$ cat src/rtl/sbox_layer_serial.sv
// Serialised PRESENT 4-bit S-box layer: substitutes LANES nibbles per cycle, LSB group first.
// Optional macro SBOX_LAYER_INVERSE_EN adds the inverse table, selected per state at acceptance.
module sbox_layer_serial #(
  parameter int STATE_W = 64,
  parameter int LANES   = 4
) (
  input  logic               clk,
  input  logic               rst_n,
  input  logic               in_valid,
  output logic               in_ready,
  input  logic [STATE_W-1:0] in_data,
  input  logic               inverse,
  output logic               out_valid,
  input  logic               out_ready,
  output logic [STATE_W-1:0] out_data,
  output logic               busy
);

  localparam int NIB   = STATE_W / 4;
  localparam int N     = NIB / LANES;
  localparam int CNT_W = (N > 1) ? $clog2(N) : 1;
  localparam int GRP_W = LANES * 4;

  if ((STATE_W % 4) != 0 || LANES < 1 || (NIB % LANES) != 0) begin : g_bad_params
    $error("sbox_layer_serial: STATE_W must be a multiple of 4 and LANES must divide STATE_W/4");
  end

  localparam logic [1:0] S_IDLE = 2'd0;
  localparam logic [1:0] S_RUN  = 2'd1;
  localparam logic [1:0] S_DONE = 2'd2;

  function automatic logic [3:0] sbox_fwd(input logic [3:0] x);
    case (x)
      4'h0: sbox_fwd = 4'hC;  4'h1: sbox_fwd = 4'h5;  4'h2: sbox_fwd = 4'h6;  4'h3: sbox_fwd = 4'hB;
      4'h4: sbox_fwd = 4'h9;  4'h5: sbox_fwd = 4'h0;  4'h6: sbox_fwd = 4'hA;  4'h7: sbox_fwd = 4'hD;
      4'h8: sbox_fwd = 4'h3;  4'h9: sbox_fwd = 4'hE;  4'hA: sbox_fwd = 4'hF;  4'hB: sbox_fwd = 4'h8;
      4'hC: sbox_fwd = 4'h4;  4'hD: sbox_fwd = 4'h7;  4'hE: sbox_fwd = 4'h1;  default: sbox_fwd = 4'h2;
    endcase
  endfunction

`ifdef SBOX_LAYER_INVERSE_EN
  function automatic logic [3:0] sbox_inv(input logic [3:0] x);
    case (x)
      4'h0: sbox_inv = 4'h5;  4'h1: sbox_inv = 4'hE;  4'h2: sbox_inv = 4'hF;  4'h3: sbox_inv = 4'h8;
      4'h4: sbox_inv = 4'hC;  4'h5: sbox_inv = 4'h1;  4'h6: sbox_inv = 4'h2;  4'h7: sbox_inv = 4'hD;
      4'h8: sbox_inv = 4'hB;  4'h9: sbox_inv = 4'h4;  4'hA: sbox_inv = 4'h6;  4'hB: sbox_inv = 4'h3;
      4'hC: sbox_inv = 4'h0;  4'hD: sbox_inv = 4'h7;  4'hE: sbox_inv = 4'h9;  default: sbox_inv = 4'hA;
    endcase
  endfunction

  logic mode_q, mode_d;
`else
  logic unused_inverse;
  assign unused_inverse = inverse;
`endif

  logic [1:0]         state_q, state_d;
  logic [CNT_W-1:0]   cnt_q, cnt_d;
  logic [STATE_W-1:0] data_q, data_d;

  // The active group is shifted down to bit 0 so only LANES S-boxes exist, whatever N is.
  logic [31:0]        shamt;
  logic [STATE_W-1:0] shifted;
  logic [GRP_W-1:0]   grp_in, grp_out;
  logic [STATE_W-1:0] grp_mask;

  assign shamt    = 32'(cnt_q) * 32'(GRP_W);
  assign shifted  = data_q >> shamt;
  assign grp_in   = shifted[GRP_W-1:0];
  assign grp_mask = STATE_W'({GRP_W{1'b1}}) << shamt;

  for (genvar l = 0; l < LANES; l++) begin : g_lane
`ifdef SBOX_LAYER_INVERSE_EN
    assign grp_out[l*4 +: 4] = mode_q ? sbox_inv(grp_in[l*4 +: 4]) : sbox_fwd(grp_in[l*4 +: 4]);
`else
    assign grp_out[l*4 +: 4] = sbox_fwd(grp_in[l*4 +: 4]);
`endif
  end

  // NOTE: every next-state signal gets a default first so no path through the case infers a latch.
  always_comb begin
    state_d = state_q;
    cnt_d   = cnt_q;
    data_d  = data_q;
`ifdef SBOX_LAYER_INVERSE_EN
    mode_d  = mode_q;
`endif
    case (state_q)
      S_IDLE: begin
        if (in_valid) begin
          data_d  = in_data;
          cnt_d   = '0;
          state_d = S_RUN;
`ifdef SBOX_LAYER_INVERSE_EN
          mode_d  = inverse;
`endif
        end
      end
      S_RUN: begin
        data_d = (data_q & ~grp_mask) | (STATE_W'(grp_out) << shamt);
        if (cnt_q == CNT_W'(N - 1)) begin
          state_d = S_DONE;
        end else begin
          cnt_d = cnt_q + CNT_W'(1);
        end
      end
      S_DONE: begin
        if (out_ready) state_d = S_IDLE;
      end
      default: state_d = S_IDLE;
    endcase
  end

  // NOTE: sequential state uses non-blocking assignments so all registers update from pre-edge values.
  always_ff @(posedge clk or negedge rst_n) begin
    if (!rst_n) begin
      state_q <= S_IDLE;
      cnt_q   <= '0;
      data_q  <= '0;
`ifdef SBOX_LAYER_INVERSE_EN
      mode_q  <= 1'b0;
`endif
    end else begin
      state_q <= state_d;
      cnt_q   <= cnt_d;
      data_q  <= data_d;
`ifdef SBOX_LAYER_INVERSE_EN
      mode_q  <= mode_d;
`endif
    end
  end

  assign in_ready  = (state_q == S_IDLE);
  assign out_valid = (state_q == S_DONE);
  assign busy      = (state_q != S_IDLE);
  assign out_data  = data_q;

endmodule

$ cat config.mk
export PLATFORM = sky130hd
export DESIGN_NAME = sbox_layer_serial
export DESIGN_NICKNAME = d
export VERILOG_FILES = /design/src/rtl/sbox_layer_serial.sv
export SDC_FILE = /design/constraint.sdc
export NUM_CORES = 1
export LEC_CHECK = 0
export CORE_ASPECT_RATIO = 1.75
export CORE_MARGIN = 5
export CORE_UTILIZATION = 45
export CTS_BUF_LIST = sky130_fd_sc_hd__clkbuf_16
export DETAILED_ROUTE_END_ITERATION = 8
export PLACE_DENSITY = 0.75
export SETUP_SLACK_MARGIN = 0.3
export SLEW_MARGIN = 0
export SYNTH_ARGS = -nofsm -noshare
export SYNTH_HDL_FRONTEND = slang
export SYNTH_SLANG_ARGS = --single-unit
$ cat constraint.sdc
create_clock -name clk -period 6.2 [get_ports clk]
set_input_delay 1.24 -clock clk [delete_from_list [all_inputs] [get_ports clk]]
set_output_delay 1.24 -clock clk [all_outputs]
set_load 0.01 [all_outputs]
==> summary.md <==
| Metric | Value |
|---|---|
| HPWL after detailed placement | `12400 microns` |
| Routed wire length | `17500 microns` |
| Post-Syn Area | `0.00525 sq mm` |
| Cells on worst reg2reg path | `8` |
| Reg power frac | `0.196` |
| Post-synthesis sequential area ratio | `0.324` |
| TNS Setup | `0 ns` |
| Final min period | `3.77 ns` |
| Number of global-route vias before repair | `5268` |
| Hold Path Cell Cnt | `2` |
| Sw Pwr | `2.33 mW` |
| Cell area after layout | `0.00691 sq mm` |
| Final Skew | `0.00655 ns` |
| GP Congestion | `0.865` |
| Comb power frac | `0.693` |
| Status | `completed` |
| Die Wd | `91.6 microns` |
| Diodes inserted | `0` |
| Finished Core Util | `0.600` |
| First-pass GRT wire length | `27400 microns` |
| CTS tree | `yes` |
| H-tree levels | `3` |
| DIE AREA | `0.0140 sq mm` |
| DR WL/cell | `20.6 microns` |
| Syn Inst Count | `599` |
| Post-synth top area cell | `dfrtp_1` |
| Clock Sinks | `68` |
| Fin. max-slew vios | `0` |
| Cts hold-fix bufs | `0` |
| Crit-path max FO | `33` |
| Iteration-0 DRC Markers | `390` |
| Worst slew pin tran | `1.07 ns` |
| Most frequent cells in the layout | `133 x nor2_1, 133 x clkdlybuf4s50_1, 67 x dfrtp_1, 44 x a21oi_1, 42 x inv_1` |
| #FFs+latches synth | `68` |
| I/O pin total | `136` |
| Worst vdd ir | `0.000297 V` |
| Distinct cells, synth | `36` |
| Startpoint of the worst hold path | `out_data[55]$_DFFE_PN0P_` |
| Net switching fraction of the power | `0.475` |
| Power Density | `709 mW/mm^2` |
| Worst Setup SP | `in_valid` |
| CTS buffer count | `9` |
| IO Port Bufs | `134` |
| Total global routing overflow | `0` |
| Remaining antenna violation count | `0` |
| Synth-to-Final Area Change | `31.7%` |
| Final hold vios | `0` |
| Largest net degree at the start of global routing | `79` |
| Vias | `5220` |
| Vias per cell | `6.17` |
| # rows | `52` |
| CP required | `6.48 ns` |
| Crit Path Class | `in2reg` |
| Longest Clk Path Bufs | `2` |
| Insertion delay to the later sink of the worst-skew pair | `0.34 ns` |
| Max-cap violation count | `0` |
| Post-CTS Setup Bufs | `0` |
| GRT Total Usage | `0.245` |
| Syn. warnings | `0` |
| CTS root buffer | `clkbuf_16` |
| Initial antenna violation count | `0` |
| DR pass1 iterations | `5` |
| Core box area | `0.0115 sq mm` |
| Drc violations | `0` |
| Crit end category | `register` |
| Syn avg cell area | `8.76 sq um` |
| Placed cell area | `0.00660 sq mm` |
| Clock power frac | `0.112` |
| Period Utilization, post-route | `0.609` |
| Final setup fails | `0` |
| Leak Pwr | `3.07 nW` |
| Share of layout cells above drive strength 1 | `0.0647` |
| Height of the die | `153 microns` |
| R2r startpoint | `cnt_q[0]$_DFFE_PN0P_` |
| Hold crit path type | `reg2reg` |
| Max transition margin | `0.282` |
| CTS resizes | `0` |
| Crit start category | `primary input` |
| Syn nets | `695` |
| Setup Slack @ Placement | `2.05 ns` |
| Filler Cell Count | `997` |
| Initial core utilization | `0.456` |
| Worst setup slack after layout | `2.43 ns` |
| Data arrival time of the critical path | `4.05 ns` |
| Post-synth top area share | `0.324` |
| WHS | `0.546 ns` |
| Synth area leaders | `dfrtp_1 32%, nor2_1 9.5%, ha_1 6.4%, a221o_1 6.3%, nor2b_1 5.0%` |
| Pint | `2.57 mW` |
| Reg clk slew, reported paths | `0.06 ns` |
| RSZ-0062 raised after global routing | `false` |
| Nets@finish | `802` |
| Max Clk Rate | `265 MHz` |
## layout make-up
type | instances | area [sq um] | share of cell area
inverter | 41 | 154 | 0.0223
multi-input combinational | 446 | 3190 | 0.462
tap | 135 | 169 | 0.0244
sequential | 68 | 1700 | 0.246
timing repair buffer | 140 | 1380 | 0.200
clock inverter | 7 | 82.6 | 0.0120
clock buffer | 9 | 225 | 0.0326
## synthesized netlist by cell type
cell type / count
a22oi_1: 8
and2_1: 1
o21ba_2: 1
o21ai_0: 16
buf_2: 6
o21a_1: 3
nor2_1: 133
buf_4: 1
ha_1: 27
mux4_2: 8
or2_2: 4
a31o_2: 3
a21oi_1: 44
mux2_2: 6
mux2i_1: 24
o221ai_1: 12
dfrtp_1: 68
mux2_4: 1
inv_1: 41
clkbuf_1: 34
a221o_1: 33
buf_1: 1
xnor2_1: 3
a22o_1: 14
nand2_1: 18
mux4_1: 8
buf_12: 1
buf_6: 1
nor3b_1: 4
a211oi_1: 12
and3_1: 1
nand3_1: 1
nand2b_1: 1
o2bb2ai_1: 3
nor2b_1: 42
a21o_1: 15
## logic make-up (layout without fill, tap and decap cells)
group	count (synthesis)	count (layout)	synth area share
AND/OR/NAND/NOR	205	205	0.173
AO/OA/AOI/OAI	164	164	0.230
buffers and inverters	85	197	0.0675
flip-flops	68	68	0.324
multiplexers	47	47	0.136
adder cells (fa/ha/maj)	27	27	0.0644
XOR/XNOR	3	3	0.00501
## power groups by stage
stage                     registers (mW)  logic (mW)  clock network [mW]
after floorplan                    0.943        2.24                   0
after global placement             0.939        3.20                   0
after detailed placement           0.952        3.35                   0
after CTS                          0.949        3.37               0.547
after global routing               0.981        3.65               0.569
final                              0.957        3.39               0.546
## stage by stage
stage          total power, mW  cells
2_1_floorplan             3.19    599
3_3_place_gp              4.14    830
3_5_place_dp              4.30    830
4_1_cts                   4.87    846
5_1_grt                   5.20    846
6_report                  4.90    846
## routing by layer
layer	global-route usage	routed length [microns]	up-vias
li1	-	-	2338
met1	0.288	6540	2542
met2	0.418	8800	274
met3	0.0453	1240	66
met4	0.128	883	0
met5	0	0	-
## flip-flops by register name (all words and copies together) (netlist names)
| name | count |
|---|---|
| state_q | 2 |
| cnt_q | 2 |
| out_data | 64 |
## critical path: stages
cell	delay [ns]
clkdlybuf4s50_1	1.17
o21ba_2	0.65
nand2_1	0.56
nor2_1	0.26
a221o_1	0.16
## worst paths after layout
| kind | endpoint | slack, ns |
|---|---|---|
| setup / recovery | out_data[4]$_DFFE_PN0P_ | 2.43 |
| hold / removal | out_data[55]$_DFFE_PN0P_ | 0.55 |
| setup reg to reg | out_data[40]$_DFFE_PN0P_ | 2.88 |
| hold reg to reg | out_data[55]$_DFFE_PN0P_ | 0.55 |
| max in group asynchronous | state_q[0]$_DFFE_PN0P_ | 4.46 |
| min in group asynchronous | out_data[1]$_DFFE_PN0P_ | 1.08 |
(Power assumes the default switching activity.)
